<file path="config.mk">
export PLATFORM = sky130hd
export DESIGN_NAME = pipe_hazard_ctrl_flat
export DESIGN_NICKNAME = d
export VERILOG_FILES = /design/src/rtl/pipe_pkg.sv /design/src/rtl/pipe_hazard_ctrl_if.sv /design/src/rtl/pipe_hazard_ctrl_src_match.sv /design/src/rtl/pipe_hazard_ctrl.sv /design/src/flat_wrapper.sv
export SDC_FILE = /design/constraint.sdc
export NUM_CORES = 1
export LEC_CHECK = 0
export BUFFER_PORTS_ARGS = -buffer_cell sky130_fd_sc_hd__buf_4
export CORE_ASPECT_RATIO = 1.4
export CORE_MARGIN = 8
export CORE_UTILIZATION = 45
export DETAILED_ROUTE_END_ITERATION = 10
export PLACE_DENSITY = 0.76
export RECOVER_POWER = 25
export SLEW_MARGIN = 20
export SYNTH_ARGS = -nofsm -noshare
export SYNTH_HDL_FRONTEND = slang
export SYNTH_SLANG_ARGS = --single-unit
</file>
<file path="constraint.sdc">
create_clock -name clk -period 4.9 [get_ports clk]
set_input_delay 0.735 -clock clk [delete_from_list [all_inputs] [get_ports clk]]
set_output_delay 0.735 -clock clk [all_outputs]
set_load 0.02 [all_outputs]
</file>
<file path="src/rtl/pipe_pkg.sv">
// Shared types and constants for the pipeline hazard/forwarding controller.
// Latency: n/a (declarations only).
// Backpressure: n/a.
// Contents: register-index width, stage-index constants, forward-select
// encoding, scoreboard entry layout and the load-use predicate.
package pipe_pkg;

  localparam int REG_AW  = 5;
  localparam int STG_EX  = 1;
  localparam int STG_MEM = 2;
  localparam int STG_WB  = 3;  // last tracked stage for the default 3-deep pipe
  localparam int FWD_RF  = 0;  // forward select value meaning "read the regfile"

  // One in-flight instruction as seen by the hazard logic.
  typedef struct packed {
    logic              v;   // stage holds a real instruction
    logic              we;  // writes a non-zero rd
    logic [REG_AW-1:0] rd;
    logic              ld;  // result comes from memory
  } sb_entry_t;

  // A load is not forwardable while it sits at or before stage load_lat.
  function automatic logic is_load_use(input logic hit, input logic ld,
                                       input int sel, input int load_lat);
    return hit && ld && (sel <= load_lat);
  endfunction

endpackage

</file>
<file path="src/rtl/pipe_hazard_ctrl_if.sv">
// ID-stage request/response bundle between the decode stage and the hazard controller.
// Latency: responses are combinational from request plus controller state.
// Backpressure: stall asks ID to hold its instruction; flush kills it.
// Ports (master = decode side, slave = controller):
//   id_*           decode-stage instruction fields, ex_redirect from stage 1
//   fwd1/2_sel     operand source per rs, stall/flush, stage_valid, event counters
interface pipe_hazard_ctrl_if #(
  parameter int REG_AW = 5,
  parameter int DEPTH  = 3,
  parameter int CNT_W  = 32
);
  localparam int SEL_W = $clog2(DEPTH + 1);

  logic              id_valid;
  logic [REG_AW-1:0] id_rs1;
  logic              id_rs1_used;
  logic [REG_AW-1:0] id_rs2;
  logic              id_rs2_used;
  logic [REG_AW-1:0] id_rd;
  logic              id_rf_we;
  logic              id_is_load;
  logic              ex_redirect;

  logic [SEL_W-1:0]  fwd1_sel;
  logic [SEL_W-1:0]  fwd2_sel;
  logic              stall;
  logic              flush;
  logic [DEPTH-1:0]  stage_valid;
  logic [CNT_W-1:0]  stall_cnt;
  logic [CNT_W-1:0]  flush_cnt;

  modport master (
    output id_valid, id_rs1, id_rs1_used, id_rs2, id_rs2_used,
           id_rd, id_rf_we, id_is_load, ex_redirect,
    input  fwd1_sel, fwd2_sel, stall, flush, stage_valid, stall_cnt, flush_cnt
  );

  modport slave (
    input  id_valid, id_rs1, id_rs1_used, id_rs2, id_rs2_used,
           id_rd, id_rf_we, id_is_load, ex_redirect,
    output fwd1_sel, fwd2_sel, stall, flush, stage_valid, stall_cnt, flush_cnt
  );

endinterface

</file>
<file path="src/rtl/pipe_hazard_ctrl_src_match.sv">
// Priority match of one source register against all tracked pipeline stages.
// Latency: purely combinational.
// Backpressure: none.
// Ports: rs/used source request, sb scoreboard (index 1 = youngest),
//        hit/sel/is_load_hit describing the youngest matching producer.
module hazard_src_match #(
  parameter int DEPTH = 3,
  parameter int SEL_W = 2
) (
  input  logic [pipe_pkg::REG_AW-1:0]    rs,
  input  logic                           used,
  input  pipe_pkg::sb_entry_t [DEPTH:1]  sb,
  output logic                           hit,
  output logic [SEL_W-1:0]               sel,
  output logic                           is_load_hit
);
  import pipe_pkg::*;

  // Walk oldest to youngest so the youngest match is the one left standing.
  always_comb begin
    hit         = 1'b0;
    sel         = SEL_W'(FWD_RF);
    is_load_hit = 1'b0;
    for (int k = DEPTH; k >= 1; k--) begin
      if (used && (rs != '0) && sb[k].v && sb[k].we && (sb[k].rd == rs)) begin
        hit         = 1'b1;
        sel         = SEL_W'(k);
        is_load_hit = sb[k].ld;
      end
    end
  end

endmodule

</file>
<file path="src/rtl/pipe_hazard_ctrl.sv">
// Hazard/forwarding controller: scoreboard of in-flight rd, forward selects, load-use stall, redirect flush.
// Latency: fwd/stall/flush combinational from scoreboard and ID inputs; stage_valid and counters registered.
// Backpressure: stall holds PC and IF/ID and inserts a bubble; flush overrides stall.
// Ports: clk, rst_n (async, active low), bus (pipe_hazard_ctrl_if.slave) carrying
//        ID request fields, ex_redirect, fwd1/2_sel, stall, flush, stage_valid, stall_cnt, flush_cnt.
module pipe_hazard_ctrl #(
  parameter int REG_AW   = pipe_pkg::REG_AW,
  parameter int DEPTH    = pipe_pkg::STG_WB,
  parameter int LOAD_LAT = 1,
  parameter int CNT_W    = 32
) (
  input  logic               clk,
  input  logic               rst_n,
  pipe_hazard_ctrl_if.slave  bus
);
  import pipe_pkg::*;

  localparam int SEL_W = $clog2(DEPTH + 1);
  localparam int RD_W  = pipe_pkg::REG_AW;

  sb_entry_t [DEPTH:1] sb;
  sb_entry_t           sb_in;

  logic [REG_AW-1:0] id_rs1;
  logic [REG_AW-1:0] id_rs2;
  logic [REG_AW-1:0] id_rd;
  logic              hit1, hit2, ld1, ld2;
  logic [SEL_W-1:0]  sel1, sel2;
  logic              hazard, stall, flush;
  logic [CNT_W-1:0]  stall_cnt, flush_cnt;
  logic [DEPTH-1:0]  stage_valid;

  assign id_rs1 = bus.id_rs1;
  assign id_rs2 = bus.id_rs2;
  assign id_rd  = bus.id_rd;

  hazard_src_match #(.DEPTH(DEPTH), .SEL_W(SEL_W)) u_rs1_match (
    .rs          (RD_W'(id_rs1)),
    .used        (bus.id_rs1_used),
    .sb          (sb),
    .hit         (hit1),
    .sel         (sel1),
    .is_load_hit (ld1)
  );

  hazard_src_match #(.DEPTH(DEPTH), .SEL_W(SEL_W)) u_rs2_match (
    .rs          (RD_W'(id_rs2)),
    .used        (bus.id_rs2_used),
    .sb          (sb),
    .hit         (hit2),
    .sel         (sel2),
    .is_load_hit (ld2)
  );

  assign hazard = is_load_use(hit1, ld1, int'(sel1), LOAD_LAT) ||
                  is_load_use(hit2, ld2, int'(sel2), LOAD_LAT);

  // A redirect discards the ID instruction anyway, so it never also stalls.
  assign flush = bus.ex_redirect;
  assign stall = bus.id_valid && hazard && !flush;

  // Entry entering stage 1; x0 writes are tracked as non-writing.
  always_comb begin
    sb_in = '0;
    if (bus.id_valid && !stall && !flush) begin
      sb_in.v  = 1'b1;
      sb_in.we = bus.id_rf_we && (id_rd != '0);
      sb_in.rd = RD_W'(id_rd);
      sb_in.ld = bus.id_is_load;
    end
  end

  always_ff @(posedge clk or negedge rst_n) begin
    if (!rst_n) begin
      sb        <= '0;
      stall_cnt <= '0;
      flush_cnt <= '0;
    end else begin
      sb[STG_EX] <= sb_in;
      for (int k = STG_MEM; k <= DEPTH; k++) begin
        sb[k] <= sb[k-1];
      end
      if (stall && (stall_cnt != '1)) begin
        stall_cnt <= stall_cnt + CNT_W'(1);
      end
      if (flush && (flush_cnt != '1)) begin
        flush_cnt <= flush_cnt + CNT_W'(1);
      end
    end
  end

  always_comb begin
    stage_valid = '0;
    for (int k = 1; k <= DEPTH; k++) begin
      stage_valid[k-1] = sb[k].v;
    end
  end

  assign bus.fwd1_sel    = sel1;
  assign bus.fwd2_sel    = sel2;
  assign bus.stall       = stall;
  assign bus.flush       = flush;
  assign bus.stage_valid = stage_valid;
  assign bus.stall_cnt   = stall_cnt;
  assign bus.flush_cnt   = flush_cnt;

endmodule

</file>
<file path="src/flat_wrapper.sv">
// flat-port wrapper written by rule: the top's interface ports become plain ports
module pipe_hazard_ctrl_flat import pipe_pkg::*;
#(
  parameter int REG_AW   = pipe_pkg::REG_AW,
  parameter int DEPTH    = pipe_pkg::STG_WB,
  parameter int LOAD_LAT = 1,
  parameter int CNT_W    = 32
)
  (clk, rst_n, bus_id_valid, bus_id_rs1, bus_id_rs1_used, bus_id_rs2, bus_id_rs2_used, bus_id_rd, bus_id_rf_we, bus_id_is_load, bus_ex_redirect, bus_fwd1_sel, bus_fwd2_sel, bus_stall, bus_flush, bus_stage_valid, bus_stall_cnt, bus_flush_cnt);
  pipe_hazard_ctrl_if #(.REG_AW(REG_AW), .DEPTH(DEPTH), .CNT_W(CNT_W)) bus_i ();
  input  logic clk;
  input  logic rst_n;
  input wire logic [$bits(bus_i.id_valid)-1:0] bus_id_valid;
  input wire logic [$bits(bus_i.id_rs1)-1:0] bus_id_rs1;
  input wire logic [$bits(bus_i.id_rs1_used)-1:0] bus_id_rs1_used;
  input wire logic [$bits(bus_i.id_rs2)-1:0] bus_id_rs2;
  input wire logic [$bits(bus_i.id_rs2_used)-1:0] bus_id_rs2_used;
  input wire logic [$bits(bus_i.id_rd)-1:0] bus_id_rd;
  input wire logic [$bits(bus_i.id_rf_we)-1:0] bus_id_rf_we;
  input wire logic [$bits(bus_i.id_is_load)-1:0] bus_id_is_load;
  input wire logic [$bits(bus_i.ex_redirect)-1:0] bus_ex_redirect;
  output wire logic [$bits(bus_i.fwd1_sel)-1:0] bus_fwd1_sel;
  output wire logic [$bits(bus_i.fwd2_sel)-1:0] bus_fwd2_sel;
  output wire logic [$bits(bus_i.stall)-1:0] bus_stall;
  output wire logic [$bits(bus_i.flush)-1:0] bus_flush;
  output wire logic [$bits(bus_i.stage_valid)-1:0] bus_stage_valid;
  output wire logic [$bits(bus_i.stall_cnt)-1:0] bus_stall_cnt;
  output wire logic [$bits(bus_i.flush_cnt)-1:0] bus_flush_cnt;
  assign bus_i.id_valid = bus_id_valid;
  assign bus_i.id_rs1 = bus_id_rs1;
  assign bus_i.id_rs1_used = bus_id_rs1_used;
  assign bus_i.id_rs2 = bus_id_rs2;
  assign bus_i.id_rs2_used = bus_id_rs2_used;
  assign bus_i.id_rd = bus_id_rd;
  assign bus_i.id_rf_we = bus_id_rf_we;
  assign bus_i.id_is_load = bus_id_is_load;
  assign bus_i.ex_redirect = bus_ex_redirect;
  assign bus_fwd1_sel = bus_i.fwd1_sel;
  assign bus_fwd2_sel = bus_i.fwd2_sel;
  assign bus_stall = bus_i.stall;
  assign bus_flush = bus_i.flush;
  assign bus_stage_valid = bus_i.stage_valid;
  assign bus_stall_cnt = bus_i.stall_cnt;
  assign bus_flush_cnt = bus_i.flush_cnt;
  pipe_hazard_ctrl #(.REG_AW(REG_AW), .DEPTH(DEPTH), .LOAD_LAT(LOAD_LAT), .CNT_W(CNT_W)) u_core (.clk(clk), .rst_n(rst_n), .bus(bus_i));
endmodule
</file>
Yosys cells after proc, flatten, opt, wreduce, memory -nomap -nowiden
Cells that the tools add are included.
W data, S select, Z words.
- order comparisons: 2
- multiplexer cells: 19
- add/sub/neg operators: 2
- reduce and logical (&&, ||, !) cells: 37
- equal/unequal tests: 8
- operators with widths (kind ; count):
    $add A32 B1 Y32 const B ; 2
    $ne A32 B32 Y1 const B ; 2
    $logic_and A1 B1 Y1 ; 31
    $eq A5 B5 Y1 ; 6
    $reduce_bool A5 Y1 ; 3
    $mux W1 ; 12
    $mux W2 ; 6
    $mux W8 ; 1
    $le A2 B1 Y1 const B ; 2
    $logic_not A1 Y1 ; 2
    $logic_or A1 B1 Y1 ; 1
- output and inout bits: 73
- bits in registers: 88
- logic and storage cells: 82
- input port bits: 23

Depth between registers and ports, before layout
Gate-level depths: netlist (run 1).
- depth in word-level cells: 17
- depth in mapped cells: 8
- gate-level depth less buffers: 7

Modules after synthesis
A second synthesis (run 1) with hierarchy kept.
- cells, all modules: 417
- area total of the unflattened synthesis: 4440.5 um^2
- by module, submodules not included (module ; instances ; sequential area each (um^2) ; cells each ; area an instance (um^2)):
    pipe_hazard_ctrl ; 1 ; 2202.1 ; 347 ; 3920.0
    hazard_src_match ; 2 ; 0.0 ; 35 ; 260.2

Least setup slack after synthesis (run 1)
OpenSTA, ideal clock, no wires.
- path kind: input -> output
- start point: input bus_id_rs1[1]
- end point: output bus_fwd1_sel[1]
- path buffers: 1
- data required time: 4.165 ns
- stages: 5
- setup slack: 1.983 ns
- arrival: 2.182 ns
- path through: or4_1 > o21ai_1 > or4_1 > buf_2 > a21boi_0
- word-level cells in the longest chain between the ends: 8
- elaborated cells between the ends (all ways): 17
- those cells by class: eq/ne: 3; mux: 3; reduce/logical: 11
- RTL lines (item ; RTL line ; text):
    start, declared ; flat_wrapper.sv:14 ; input wire logic [$bits(bus_i.id_rs1)-1:0] bus_id_rs1;
    $reduce_bool A5 Y1 ; pipe_hazard_ctrl_src_match.sv:25 ; if (used && (rs != '0) && sb[k].v && sb[k].we && (sb[k].rd == rs)) begin
    $logic_and A1 B1 Y1 (4 in a row) ; pipe_hazard_ctrl_src_match.sv:25 ;
    $mux W2 (2 in a row) ; pipe_hazard_ctrl_src_match.sv:25 ;
    $mux W2 (*) ; pipe_hazard_ctrl_src_match.sv:25 ;
    end, declared ; flat_wrapper.sv:22 ; output wire logic [$bits(bus_i.fwd1_sel)-1:0] bus_fwd1_sel;
Every way passes the cells marked *; elsewhere a longest branch is shown, timed or not.

Worst setup path after layout (run 1)
- start point: input bus_id_rs2[3]
- end point: output bus_stall
- word-level cells in the longest chain between the ends: 13
- elaborated cells between the ends (all ways): 29
- those cells by class: order compare: 1; eq/ne: 3; mux: 9; reduce/logical: 16
- RTL lines (item ; RTL line ; text):
    start, declared ; flat_wrapper.sv:16 ; input wire logic [$bits(bus_i.id_rs2)-1:0] bus_id_rs2;
    $reduce_bool A5 Y1 ; pipe_hazard_ctrl_src_match.sv:25 ;
    $logic_and A1 B1 Y1 (4 in a row) ; pipe_hazard_ctrl_src_match.sv:25 ;
    $mux W2 / $mux W1 (equally long branches) (3 in a row) ; pipe_hazard_ctrl_src_match.sv:25 ;
    $le A2 B1 Y1 / $logic_and A1 B1 Y1 (equally long branches) ; pipe_pkg.sv:25 ; return hit && ld && (sel <= load_lat);
    $logic_and A1 B1 Y1 (*) ; pipe_pkg.sv:25 ;
    $logic_or A1 B1 Y1 (*) ; pipe_hazard_ctrl.sv:55 ; assign hazard = is_load_use(hit1, ld1, int'(sel1), LOAD_LAT) ||
    $logic_and A1 B1 Y1 (*) (2 in a row) ; pipe_hazard_ctrl.sv:60 ; assign stall = bus.id_valid && hazard && !flush;
    end, declared ; flat_wrapper.sv:24 ; output wire logic [$bits(bus_i.stall)-1:0] bus_stall;
Marked as above.

==> reports/summary.txt, run 1 <==
initial antenna violation count: 0
Synth Flop Type: dfrtp_1
# Post-CTS Setup Buffers: 0
vias in the first global route: 3294
Switch Pwr: 0.3999 mW
Post-Synthesis Cells: 387
global-route wire length before repair: 16.24 mm
Nets: 507
vias: 3243
Distinct cells, synth: 39
worst-margin pin slew: 2089 ps
Clock Tree Buf Depth: 2
DP Wirelength: 7.506 mm
WL final: 9.890 mm
Die H: 129.3 um
Setup-failing EPs final: 0
clk slew on worst S/H paths: 60 ps
First DRT Iteration DRCs: 127
crit path capture type: output port
Clock Power Share: 0.398
slowest stage cell, crit path: or4_1
worst slack, placed: 1768 ps
CP Cell Sequence: buf_4 > xnor2_1 > nand4_1 > or4_1 > a21oi_2 > buf_4 > buf_4
Peak VDD IR: 0.0002596 V
cts hold-fix bufs: 0
synthesized area: 0.004129 sq mm
TritonCTS clock tree: built
P_leak: 2.476 nW
FMAX: 320.2 MHz
Clock Skew: 4.412 ps
Compound-Gate Fraction of Synth Area: 0.02424
clock sink count: 86
number of buffers inserted by port buffering: 95
# fillers: 788
worst endpoint data arrival time: 2390 ps
GR Util All Layers: 0.1582
gr ovfl total: 0
Synth Area in Simple Gates: 0.2315
worst hold path class: reg -> reg
internal power: 1.242 mW
multiplexer share of the synthesized area: 0.002727
IO Pins: 96
Core Rows: 41
register-to-register setup slack: 2240 ps
crit-path max FO: 19
post-CTS sizing: 0
Yosys Warn Count: 0
RePlAce Congestion: 0.8481
CTS HTree Levels: 3
fraction of registers with async set or reset after synthesis: 1.000
critical path type: in -> out
Yosys reg bits: 86
fin crit share: 0.6374
# diodes: 0
Fin. Hold Viols: 0
adder-cell area share of the yosys netlist: 0.006061
clock root buffer: clkbuf_16
die width: 96.96 um
largest net degree at the start of global routing: 87
drt via density: 5.469
WL/cell: 16.68 um
Seq/Total Area, Yosys: 0.5212
crit path launch type: input pin
failing checks: max-capacitance violations, max-slew violations
Post-Synthesis Mean Instance Area: 10.67 sq um
status: finished, violations left
worst hold slack: 375.8 ps
Critical Path RT: 4160 ps
DRC violations left: 0
number of synthesized flops with an enable pin: 0
CTS Buf Count: 9
Final ANT Viol Nets: 0
Max-Slew Margin vs Limit: -0.3927
Logic pwr share: 0.119
count of pins over their slew limit: 87
Starting Density: 0.4599
setup ws final: 1777 ps
Clock Latency Late Sink: 320 ps
Post-Synth XOR/XNOR Area: 0.1909
Tot Pwr: 1.642 mW
crit-path max cell delay: 650 ps
setup TNS: 0 ps
PwrDens: 316.4 mW/mm^2
Core ar.: 0.008977 sq mm
Synthesized Nets: 412
Seq pwr share: 0.483
drt first pass iters: 4
share of layout cells above drive strength 1: 0.2325
Net Sw Frac: 0.2435
area grow syn2layout: 25.73%
RSZ-0062 raised after global routing: false
cell repeated most along the worst path: buf_4
combinational family with the most area after synthesis: simple AND/OR/NAND/NOR gates
MaxCap Viol Count: 1
die area: 0.01254 sq mm
Final min period: 3123 ps
critical path, delay by kind of cell:
kind	cells	cell delay (ps)
AO/OA/AOI/OAI	1	170
XOR/XNOR	1	160
buffers and inverters	3	560
AND/OR/NAND/NOR	2	750
metal layers:
metal  GRT usage  vias up  routed length [um]
met1      0.1770     1605                3929
met4     0.05722        0                  98
met5           0        -                   0
li1            -     1536                   -
met2      0.2792       90                5289
met3     0.04686       12                 572
layout make-up:
cell class,count,area [sq um],share of cell area
well taps,107,133.9,0.02579
multi-input cells,283,1881,0.3623
inverters,6,22.52,0.004338
repair buffers,96,718.2,0.1383
clock inverters,1,30.03,0.005785
flip-flops and latches,86,2152,0.4146
clock buffers,14,254.0,0.04893
metrics by stage:
stage	util	cell area, sq um	cells
2_1_floorplan	-	4129	387
3_3_place_gp	0.5469	4910	578
3_5_place_dp	0.5469	4910	578
4_1_cts	0.5785	5194	593
5_1_grt	0.5783	5191	593
6_report	0.5783	5191	593
sequential cells by signal, summed over array words and instances (netlist names):
name	cells
u_core.bus.stall_cnt	32
u_core.sb	19
u_core.bus.stage_valid	3
u_core.bus.flush_cnt	32
kinds of logic after synthesis:
family,after synthesis
buffers and inverters,18
adders and majority gates,2
xor gates and xnor gates,90
muxes,1
AOI/OAI and AO/OA,14
and+or+nand+nor,176
DFF,86
cell usage in the layout, fill, tap and decap left out, drive strengths merged, types with 7 or more instances in the layout:
cell type,n
buf,95
dfrtp,86
xnor2,57
xor2,33
nand3,31
nand2,29
nand4,27
nor2,23
nor3,15
clkbuf,15
and3,14
and2,9
nor4,8
or4,7
Yosys cell counts, types with 2 or more instances:
cell type	number	area, sq um
buf_4	5	37.54
nor3_1	13	65.06
clkbuf_1	4	15.01
and2_1	9	56.30
nor4_1	7	43.79
and4_1	4	35.03
nand2_1	29	108.9
nor2b_1	2	12.51
and3_1	14	87.58
or4_1	7	52.55
nor2_1	23	86.33
or3_1	3	18.77
inv_1	6	22.52
dfrtp_1	86	2152
nand4_1	27	168.9
ha_1	2	25.02
a21oi_1	3	15.01
xor2_1	33	289.0
o21ai_1	2	10.01
buf_2	2	10.01
nand3_1	31	155.2
nand2b_1	2	12.51
xnor2_1	57	499.2
path summary, 6_finish.rpt:
| path | startpoint | end | cells after the start |
|---|---|---|---|
| worst max-delay path | bus_id_rs2[3] | bus_stall | 7 |
| worst min-delay path | u_core.sb[14] | u_core.sb[22] | 0 |
| worst max register to register | u_core.bus.stall_cnt[19] | u_core.bus.stall_cnt[1] | 6 |
| worst min register to register | u_core.sb[14] | u_core.sb[22] | 0 |
| max in group asynchronous | rst_n | u_core.bus.flush_cnt[31] | 1 |
| min in group asynchronous | rst_n | u_core.bus.flush_cnt[25] | 1 |
power by group through the flow:
| stage | Sequential (mW) | Combinational, mW | Clock [mW] |
|---|---|---|---|
| 2_1_floorplan | 0.832 | 0.0690 | 0 |
| 3_3_place_gp | 0.803 | 0.195 | 0 |
| 3_5_place_dp | 0.805 | 0.199 | 0 |
| 4_1_cts | 0.793 | 0.200 | 0.669 |
| 5_1_grt | 0.799 | 0.217 | 0.697 |
| 6_report | 0.793 | 0.195 | 0.654 |
Note: power is estimated with default switching activity, not from simulation.
==> run 2: changes to the inputs <==
Clock period 4.9 ns to 3 ns, I/O delays scaled along.
==> run 2 against run 1 <==
Compared with the run above: the run still ends with max-capacitance violations, max-slew violations left; power grew 67%; non-clock buffer count grew 1; worst hold slack lost 49 ps; setup slack lost 1400 ps; combinational power grew 64%; clock power grew 71%; sequential cell count is the same; critical path depth shrank 1; highest routed layer unchanged.
==> reports/summary.txt, run 2 (same netlist as run 1, synthesis figures left out) <==
Clock Skew: 8.080 ps (+3.668 ps)
number of buffers inserted by port buffering: 95 (unchanged)
MaxCap Viol Count: 1 (unchanged)
PwrDens: 524.3 mW/mm^2 (+66%)
crit path capture type: flop
Critical Path RT: 3220 ps (-940 ps)
crit path launch type: flop
crit-path max FO: 13 (-6)
Setup-failing EPs final: 0 (unchanged)
DRC violations left: 0 (unchanged)
Core ar.: 0.008977 sq mm (unchanged)
P_leak: 2.490 nW (+0.58%)
Final min period: 2668 ps
worst-margin pin slew: 2075 ps (-14.23 ps)
CTS Buf Count: 9 (unchanged)
fin crit share: 0.8894
largest net degree at the start of global routing: 87 (unchanged)
RSZ-0062 raised after global routing: false
gr ovfl total: 0 (unchanged)
commonest non-fill, non-tap cell in the layout: buf_4
Clock Tree Buf Depth: 2 (unchanged)
drt first pass iters: 4 (unchanged)
Peak VDD IR: 0.0004812 V (+85%)
Max-Slew Margin vs Limit: -0.3832 (+0.009489)
global-route wire length before repair: 16.28 mm (+0.26%)
FF/Latch Area: 0.002152 sq mm (unchanged)
critical path type: reg -> reg
First DRT Iteration DRCs: 196 (+54%)
CTS HTree Levels: 3 (unchanged)
Core Rows: 41 (unchanged)
setup TNS: 0 ps (unchanged)
die area: 0.01254 sq mm (unchanged)
share of layout cells above drive strength 1: 0.2398 (+0.007244)
Die H: 129.3 um (unchanged)
FMAX: 374.8 MHz
count of pins over their slew limit: 87 (unchanged)
register-to-register setup slack: 330 ps (-1910 ps)
area grow syn2layout: 26.36%
status: finished, violations left
WL final: 9.966 mm (+0.77%)
placed cell area: 0.004917 sq mm (+0.15%)
post-CTS sizing: 0 (unchanged)
# diodes: 0 (unchanged)
vias: 3219 (-0.74%)
# Post-CTS Setup Buffers: 0 (unchanged)
RePlAce Congestion: 0.8824 (+4.0%)
GR Util All Layers: 0.1594 (+0.001156)
Finished Cell Area: 0.005218 sq mm (+0.51%)
Final ANT Viol Nets: 0 (unchanged)
TritonCTS clock tree: built
die width: 96.96 um (unchanged)
Util after Layout: 0.5812 (+0.002927)
Top Registers: u_core.bus.flush_cnt x32, u_core.bus.stall_cnt x32, u_core.sb x19
DP Wirelength: 7.490 mm (-0.21%)
initial antenna violation count: 0 (unchanged)
WL/cell: 16.75 um (+0.43%)
IO Pins: 96 (unchanged)
clock sink count: 86 (unchanged)
most frequent cells in the layout: 96 x buf_4, 86 x dfrtp_1, 57 x xnor2_1
clock root buffer: clkbuf_16
failing checks: max-capacitance violations, max-slew violations
cts hold-fix bufs: 0 (unchanged)
worst hold path class: in -> reg
worst endpoint data arrival time: 2880 ps (+490 ps)
clk slew on worst S/H paths: 60 ps (about the same)
Fin. Hold Viols: 0 (unchanged)
Starting Density: 0.4599 (unchanged)
multi-input logic area: 0.001881 sq mm (unchanged)
Nets: 508 (+0.20%)
vias in the first global route: 3406 (+3.4%)
Clock Latency Late Sink: 340 ps (+20 ps)
# fillers: 765 (-2.9%)
drt via density: 5.410 (-1.1%)
==> run 2: worst max-delay path: stages (launching register included) <==
cell     delay, ps
dfrtp_1        470
nand4_1        260
or4_1          590
nor3_1         300
nand2_1        350
nand2_1        220
mux2_2         350
==> run 2: path summary, 6_finish.rpt <==
| kind | start | cells past startpoint | endpoint |
|---|---|---|---|
| worst max register to register | u_core.bus.stall_cnt[19] | 6 | u_core.bus.stall_cnt[1] |
| worst min-delay path | bus_id_rd[3] | 2 | u_core.sb[4] |
| worst max-delay path | u_core.bus.stall_cnt[19] | 6 | u_core.bus.stall_cnt[1] |
| max in group asynchronous | rst_n | 1 | u_core.bus.stall_cnt[15] |
| min in group asynchronous | rst_n | 1 | u_core.bus.flush_cnt[25] |
| worst min register to register | u_core.sb[14] | 0 | u_core.sb[22] |
==> run 2: metrics by stage <==
stage | hold slack, ps | total power, mW | cells | setup WS (ps)
6_report | 327.1 | 2.735 | 595 | 331.8
5_1_grt | 324.2 | 2.850 | 595 | 109.7
4_1_cts | 315.5 | 2.770 | 595 | 333.4
3_5_place_dp | 367.3 | 1.643 | 579 | 329.2
3_3_place_gp | 358.8 | 1.630 | 579 | 304.1
2_1_floorplan | 154.4 | 1.471 | 387 | 653.4
==> run 2: routing by layer <==
layer	global-route usage	vias up	part of all wire
met1	0.1668	1592	0.39
li1	-	1538	-
met3	0.04952	10	0.056
met2	0.2875	79	0.53
met4	0.07084	0	0.015
met5	0	-	0
==> run 2: area by class of cell <==
cell class                      instances  share of cell area
Sequential cell                        86              0.4125
Multi-Input combinational cell        283              0.3604
Clock buffer                           13             0.04988
Inverter                                6            0.004317
Timing Repair Buffer                   97              0.1391
Clock inverter                          3            0.008153
Tap cell                              107             0.02566
==> run 2: power by group <==
group / total, mW / switching [mW] / internal [mW]
clock: 1.12 / 0.429 / 0.689
sequential: 1.30 / 0.0774 / 1.22
combinational: 0.320 / 0.175 / 0.145
